**src/rtl/traffic_phase_ctrl_if.sv**
```systemverilog
// Timer handshake between the phase sequencer (master) and the countdown timer (slave).
interface traffic_phase_ctrl_if;
  logic       start_t;
  logic [3:0] tp_val;
  logic       expired;

  modport master (output start_t, output tp_val, input expired);
  modport slave  (input start_t, input tp_val, output expired);
endinterface

```
**src/rtl/traffic_phase_ctrl.sv**
```systemverilog
// Two-road main/side traffic phase sequencer driving an external countdown timer.
// Optional pedestrian walk phase is built in when TRAFFIC_WALK_EN is defined.
module traffic_phase_ctrl #(
  parameter int unsigned T_MAIN_GRN = 8,
  parameter int unsigned T_SIDE_GRN = 5,
  parameter int unsigned T_EXT      = 3,
  parameter int unsigned T_YEL      = 2,
  parameter int unsigned T_RED      = 1,
  parameter int unsigned T_WALK     = 6
) (
  input  logic                 clk,
  input  logic                 reset_n,
  input  logic                 side_car,
  input  logic                 walk_req,
  traffic_phase_ctrl_if.master tmr,
  output logic [2:0]           main_lights,
  output logic [2:0]           side_lights,
  output logic                 walk,
  output logic [2:0]           state_dbg
);

  if (T_MAIN_GRN > 15 || T_SIDE_GRN > 15 || T_EXT > 15 ||
      T_YEL > 15 || T_RED > 15 || T_WALK > 15) begin : g_bad_duration
    $error("traffic_phase_ctrl: phase durations must fit in 4 bits");
  end

  // A zero duration would never expire on the timer, so it is promoted to one tick.
  function automatic logic [3:0] dur(input int unsigned t);
    return (t == 0) ? 4'd1 : t[3:0];
  endfunction

  localparam logic [3:0] D_MAIN = dur(T_MAIN_GRN);
  localparam logic [3:0] D_SIDE = dur(T_SIDE_GRN);
  localparam logic [3:0] D_EXT  = dur(T_EXT);
  localparam logic [3:0] D_YEL  = dur(T_YEL);
  localparam logic [3:0] D_RED  = dur(T_RED);

  typedef enum logic [2:0] {
    MAIN_GRN    = 3'd0,
    MAIN_YEL    = 3'd1,
    RED_TO_SIDE = 3'd2,
    SIDE_GRN    = 3'd3,
    SIDE_YEL    = 3'd4,
    RED_TO_MAIN = 3'd5,
    WALK        = 3'd6
  } state_t;

  function automatic logic [2:0] main_of(input state_t s);
    return (s == MAIN_GRN) ? 3'b001 : (s == MAIN_YEL) ? 3'b010 : 3'b100;
  endfunction

  function automatic logic [2:0] side_of(input state_t s);
    return (s == SIDE_GRN) ? 3'b001 : (s == SIDE_YEL) ? 3'b010 : 3'b100;
  endfunction

  state_t     state, nxt;
  logic       boot, armed, start_q;
  logic [3:0] tp_q, nxt_tp;
  logic       go, qual, sg_entry;
  logic       side_s1, side_s2, side_pend, ext_used;

`ifdef TRAFFIC_WALK_EN
  localparam logic [3:0] D_WALK = dur(T_WALK);
  logic walk_s1, walk_s2, walk_pend, walk_to_side;
`else
  localparam int unsigned unused_t_walk = T_WALK;
  logic unused_walk_req;
  assign unused_walk_req = walk_req;
  assign walk            = 1'b0;
`endif

  assign qual      = armed && !start_q && tmr.expired;
  assign sg_entry  = go && (nxt == SIDE_GRN) && (state != SIDE_GRN);
  assign state_dbg = state;
  assign tmr.start_t = start_q;
  assign tmr.tp_val  = tp_q;

  always_comb begin
    go     = 1'b0;
    nxt    = state;
    nxt_tp = tp_q;
    if (boot) begin
      go = 1'b1; nxt = RED_TO_MAIN; nxt_tp = D_RED;
    end else if (qual) begin
      case (state)
        // Without demand, MAIN_GRN parks with expired still high so the
        // first cycle a pend becomes visible moves on immediately.
        MAIN_GRN: if (side_pend || side_s2) begin
          go = 1'b1; nxt = MAIN_YEL; nxt_tp = D_YEL;
        end
        MAIN_YEL: begin go = 1'b1; nxt = RED_TO_SIDE; nxt_tp = D_RED; end
        RED_TO_SIDE: begin
          go = 1'b1; nxt = SIDE_GRN; nxt_tp = D_SIDE;
`ifdef TRAFFIC_WALK_EN
          if (walk_pend) begin nxt = WALK; nxt_tp = D_WALK; end
`endif
        end
        SIDE_GRN: begin
          go = 1'b1;
          if (side_s2 && !ext_used) begin nxt = SIDE_GRN; nxt_tp = D_EXT; end
          else begin nxt = SIDE_YEL; nxt_tp = D_YEL; end
        end
        SIDE_YEL: begin go = 1'b1; nxt = RED_TO_MAIN; nxt_tp = D_RED; end
        RED_TO_MAIN: begin
          go = 1'b1; nxt = MAIN_GRN; nxt_tp = D_MAIN;
`ifdef TRAFFIC_WALK_EN
          if (walk_pend) begin nxt = WALK; nxt_tp = D_WALK; end
`endif
        end
`ifdef TRAFFIC_WALK_EN
        WALK: begin
          go = 1'b1;
          if (walk_to_side) begin nxt = SIDE_GRN; nxt_tp = D_SIDE; end
          else begin nxt = MAIN_GRN; nxt_tp = D_MAIN; end
        end
`endif
        default: begin go = 1'b1; nxt = RED_TO_MAIN; nxt_tp = D_RED; end
      endcase
    end
  end

  always_ff @(posedge clk or negedge reset_n) begin
    if (!reset_n) begin
      state       <= RED_TO_MAIN;
      boot        <= 1'b1;
      armed       <= 1'b0;
      start_q     <= 1'b0;
      tp_q        <= D_RED;
      main_lights <= 3'b100;
      side_lights <= 3'b100;
      side_s1     <= 1'b0;
      side_s2     <= 1'b0;
      side_pend   <= 1'b0;
      ext_used    <= 1'b0;
`ifdef TRAFFIC_WALK_EN
      walk_s1      <= 1'b0;
      walk_s2      <= 1'b0;
      walk_pend    <= 1'b0;
      walk_to_side <= 1'b0;
      walk         <= 1'b0;
`endif
    end else begin
      side_s1 <= side_car;
      side_s2 <= side_s1;
      boot    <= 1'b0;
      start_q <= go;
      armed   <= !go;
      if (sg_entry)     side_pend <= 1'b0;
      else if (side_s2) side_pend <= 1'b1;
      if (go && nxt == SIDE_GRN) ext_used <= (state == SIDE_GRN);
      if (go) begin
        state       <= nxt;
        tp_q        <= nxt_tp;
        main_lights <= main_of(nxt);
        side_lights <= side_of(nxt);
      end
`ifdef TRAFFIC_WALK_EN
      walk_s1 <= walk_req;
      walk_s2 <= walk_s1;
      if (go && nxt == WALK) walk_pend <= 1'b0;
      else if (walk_s2)      walk_pend <= 1'b1;
      if (go && nxt == WALK) walk_to_side <= (state == RED_TO_SIDE);
      if (go)                walk <= (nxt == WALK);
`endif
    end
  end

endmodule
```
**src/flat_wrapper.sv**
```systemverilog
// flat-port wrapper written by rule: the top's interface ports become plain ports
module traffic_phase_ctrl_flat 
#(
  parameter int unsigned T_MAIN_GRN = 8,
  parameter int unsigned T_SIDE_GRN = 5,
  parameter int unsigned T_EXT      = 3,
  parameter int unsigned T_YEL      = 2,
  parameter int unsigned T_RED      = 1,
  parameter int unsigned T_WALK     = 6
)
  (clk, reset_n, side_car, walk_req, main_lights, side_lights, walk, state_dbg, tmr_start_t, tmr_tp_val, tmr_expired);
  traffic_phase_ctrl_if tmr_i ();
  input  logic clk;
  input  logic reset_n;
  input  logic side_car;
  input  logic walk_req;
  output logic [2:0] main_lights;
  output logic [2:0] side_lights;
  output logic walk;
  output logic [2:0] state_dbg;
  output wire logic [$bits(tmr_i.start_t)-1:0] tmr_start_t;
  output wire logic [$bits(tmr_i.tp_val)-1:0] tmr_tp_val;
  input wire logic [$bits(tmr_i.expired)-1:0] tmr_expired;
  assign tmr_start_t = tmr_i.start_t;
  assign tmr_tp_val = tmr_i.tp_val;
  assign tmr_i.expired = tmr_expired;
  traffic_phase_ctrl #(.T_MAIN_GRN(T_MAIN_GRN), .T_SIDE_GRN(T_SIDE_GRN), .T_EXT(T_EXT), .T_YEL(T_YEL), .T_RED(T_RED), .T_WALK(T_WALK)) u_core (.clk(clk), .reset_n(reset_n), .side_car(side_car), .walk_req(walk_req), .tmr(tmr_i), .main_lights(main_lights), .side_lights(side_lights), .walk(walk), .state_dbg(state_dbg));
endmodule
```
**config.mk**
```make
export PLATFORM = sky130hd
export DESIGN_NAME = traffic_phase_ctrl_flat
export DESIGN_NICKNAME = d
export VERILOG_FILES = /design/src/rtl/traffic_phase_ctrl_if.sv /design/src/rtl/traffic_phase_ctrl.sv /design/src/flat_wrapper.sv
export SDC_FILE = /design/constraint.sdc
export NUM_CORES = 1
export LEC_CHECK = 0
export BUFFER_PORTS_ARGS = -buffer_cell sky130_fd_sc_hd__clkbuf_2
export CAP_MARGIN = 20
export CORE_UTILIZATION = 51
export CTS_BUF_LIST = sky130_fd_sc_hd__clkbuf_16
export CTS_CLUSTER_SIZE = 30
export DETAILED_ROUTE_END_ITERATION = 16
export PLACE_DENSITY = 0.74
export SKIP_LAST_GASP = 1
export SYNTH_ARGS = -nofsm -noshare
export SYNTH_HDL_FRONTEND = slang
export SYNTH_SLANG_ARGS = --single-unit
```
**constraint.sdc**
```tcl
create_clock -name clk -period 2.1 [get_ports clk]
set_input_delay 0 -clock clk [delete_from_list [all_inputs] [get_ports clk]]
set_output_delay 0 -clock clk [all_outputs]
set_load 0.02 [all_outputs]
```
==> flow_metrics.py <==
metrics = {
    "status": {
        "status": "finished, violations left",
        "failed_checks": "design-rule violations",
    },
    "setup_path": {
        "setup.worst_path.start_class": "register",
        "reg2reg_to": "u_core.main_lights[1]",
        "worstPathRequired_ns": 2.23,
        "rrSetupSlack_ns": 0.26,
        "critPathArrivalTime_ns": 1.97,
        "worst_path_max_delay_cell": "or4_4",
        "max_stage_delay_ns": 0.55,
        "cp_top_family": "simple AND/OR/NAND/NOR gates",
        "end_kind": "register",
        "worstPathCellList": "or4_4 > o21ai_4 > nand2b_4 > clkinv_2 > nor2_1 > a32o_1",
        "worst-path-buf-inv": 1,
        "r2r-start": "u_core.side_s2",
        "cp_max_fo": 8,
        "reg2reg_depth": 6,
        "crit_type": "reg -> reg",
    },
    "floorplanning": {
        "coreArea_sq_um": 1560,
        "boundaryPins": 20,
        "die_h_microns": 43.6,
        "dieWidth_microns": 43.6,
        "core.rowCount": 14,
        "initial_core_util_pct": 56.7,
        "die_area_sq_um": 1900,
    },
    "min_path": {
        "hold_path_depth": 4,
        "hp-start": "tmr_expired",
        "worst_hold_path_type": "in -> reg",
        "whs_endpoint": "u_core.state_dbg[2]",
    },
    "cts": {
        "ctsHtreeMaxLevel": 1,
        "cts_setup_buffers": 0,
        "path_clk_slew_ns": 0.05,
        "clock_latency_ns": 0.25,
        "cts_buffers": 3,
        "clockRootBuffer": "clkbuf_16",
        "clock-sinks": 20,
        "ctsResizeCount": 0,
        "cts_tree": "built",
        "cts.path.max_buffers": 2,
    },
    "synth": {
        "yosysWarnings": 0,
        "synth_top_family_by_area": "simple AND/OR/NAND/NOR gates",
        "synth_seq_cells": 20,
        "synthSimpleGateAreaFrac_pct": 20.4,
        "synth.avg_cell_area_sq_um": 11.3,
        "synth_area_sq_um": 883,
        "yosysSeqAreaShare_pct": 57.5,
        "synth_fa_ha_area_share_pct": 0,
        "synth_xor_xnor_area_share_pct": 0,
        "syn_inst": 78,
        "ys.flop_type": "dfrtp_1",
        "muxShareOfSynthArea_pct": 0,
        "synth-async-reset-ratio_pct": 100,
        "ys_types": 37,
        "synth_compound_area_share_pct": 16.7,
        "synth-edff-count": 0,
    },
    "sta": {
        "max_slew_margin_pct": 66.6,
        "fmax_mhz": 543,
        "rsz0062_at_grt": "false",
        "hold_viol": 0,
        "setup_viol": 0,
        "finalSetupTns_ns": 0,
        "tightestPinTransition_ns": 0.500,
        "drv_slew": 0,
        "fin_crit_sh_pct": 87.7,
        "fin_crit_ns": 1.84,
        "fin_skew_ns": 0.00413,
    },
    "drt": {
        "drcViolationCount": 1,
        "first_pass_iters": 10,
        "routed_wl_microns": 1570,
        "wl_per_cell_microns": 13.5,
        "ant_nets": 0,
        "drt-initial-drc-count": 11,
        "vias_per_cell": 5.69,
        "vias": 660,
    },
    "global_route": {
        "grt_pass1_vias": 592,
        "grt_max_degree": 21,
        "grt_pass1_wl_microns": 2710,
        "antenna_found_initial": 0,
        "grt.total_usage_pct": 20.6,
        "grt-ovfl-total": 0,
    },
    "final_layout": {
        "multi_input_comb_area_sq_um": 335,
        "nFillCells": 113,
        "stdcell_area_sq_um": 1080,
        "syn_to_final_growth_pct": 22.5,
        "fin_nets": 106,
        "drive_above_1_share_pct": 36.0,
        "diodes": 0,
        "register_area_sq_um": 508,
    },
    "placed_design": {
        "dpl_cell_area_sq_um": 983,
        "hpwl_microns": 1110,
        "port_buffers": 17,
        "place.gp.congestion": 0.773,
    },
    "pwr": {
        "peakVddDrop_uv": 565,
        "power_density_nw_per_um2": 852,
        "leakage_nw": 0.523,
    },
    "run": {
        "drv_cap": 0,
    },
}
-- layer usage --
layer	wire length [microns]	up-vias	part of all wire, %	track usage (%)
li1	-	315	-	-
met1	728	334	46	26.2
met2	782	9	50	32.5
met3	39	2	2.5	6.25
met4	18	0	1.1	9.38
met5	0	-	0	0
-- cells by family after synthesis --
kind of cell           count (synthesis)
AND/OR/NAND/NOR                       29
AO/OA/AOI/OAI                         20
flip-flops                            20
buffers and inverters                  8
other                                  1
-- registers in the layout, summed over array words and instances (netlist names), 3 cells and up --
| name | flops |
|---|---|
| u_core.main_lights | 3 |
| u_core.side_lights | 3 |
| u_core.state_dbg | 3 |
| u_core.tmr.tp_val | 4 |
-- cells in the mapped netlist (2+ instances only) --
master / instances / area [sq um]
dfrtp_1: 14 / 350
nor2_1: 9 / 33.8
dfstp_2: 6 / 158
a21oi_1: 4 / 20.0
o21ai_0: 4 / 20.0
nand2_1: 3 / 11.3
a21o_1: 2 / 15.0
and2b_1: 2 / 15.0
and3_1: 2 / 12.5
clkbuf_1: 2 / 7.51
inv_1: 2 / 7.51
nor2b_1: 2 / 12.5
o21a_1: 2 / 15.0
-- final cells by class --
type                            count  share of cell area, %
Inverter                            3                   1.16
Clock inverter                      1                  0.347
Multi-Input combinational cell     51                   31.0
Tap cell                           16                   1.85
Timing Repair Buffer               22                   11.8
Clock buffer                        3                   6.94
Sequential cell                    20                   46.9
-- worst max-delay path by stage --
stage                                    from                    end  slack [ns]  cells after the start
after floorplan           u_core.state_dbg[0]        u_core.ext_used        0.10                      6
after global placement         u_core.side_s2  u_core.main_lights[1]        0.28                      6
after detailed placement       u_core.side_s2        u_core.ext_used        0.27                      4
after CTS                      u_core.side_s2  u_core.main_lights[1]        0.25                      6
after global routing           u_core.side_s2  u_core.main_lights[1]        0.20                      6
final                          u_core.side_s2  u_core.main_lights[1]        0.26                      6
-- power breakdown --
group | leakage, nW | switching [mW] | total, mW | internal, mW
Clock | 0.0423 | 0.123 | 0.376 | 0.253
Combinational | 0.242 | 0.0650 | 0.109 | 0.0436
Sequential | 0.239 | 0.0212 | 0.438 | 0.416
-- stage by stage --
stage                     power (mW)  hold WS [ns]  util, %  setup WS, ns  cells
after floorplan                0.513        -0.296        -         0.102     79
after global placement         0.546       -0.0312     63.1         0.281    110
after detailed placement       0.550       -0.0227     63.1         0.265    110
after CTS                      0.934         0.213     69.4         0.249    116
after global routing           0.964         0.267     69.4         0.195    116
final                          0.922         0.211     69.4         0.258    116
-- worst register-to-register path, stage by stage (launching register included) --
cell	delay (ns)
dfrtp_1	0.40
or4_4	0.55
o21ai_4	0.28
nand2b_4	0.10
clkinv_2	0.10
nor2_1	0.06
a32o_1	0.24
-- placed cells by master (no fill, tap or decap), types with 2 or more instances in the layout --
master / count
inv_1: 3
o21a_1: 2
dlygate4sd3_1: 2
clkbuf_2: 17
dfstp_2: 6
and3_1: 2
a21o_1: 2
dfrtp_1: 14
nor2_1: 9
nor2b_1: 2
a21oi_1: 4
nand2_1: 3
buf_4: 3
o21ai_0: 4
conb_1: 2
clkbuf_16: 3
and2b_1: 2
-- repair_timing --
item                                   4_1_cts  5_1_grt
endpoints found under the hold margin       15        0
setup endpoints to repair                    0        0
hold buffers                                 2        0
No activity file was read; power rests on OpenSTA's default activity.
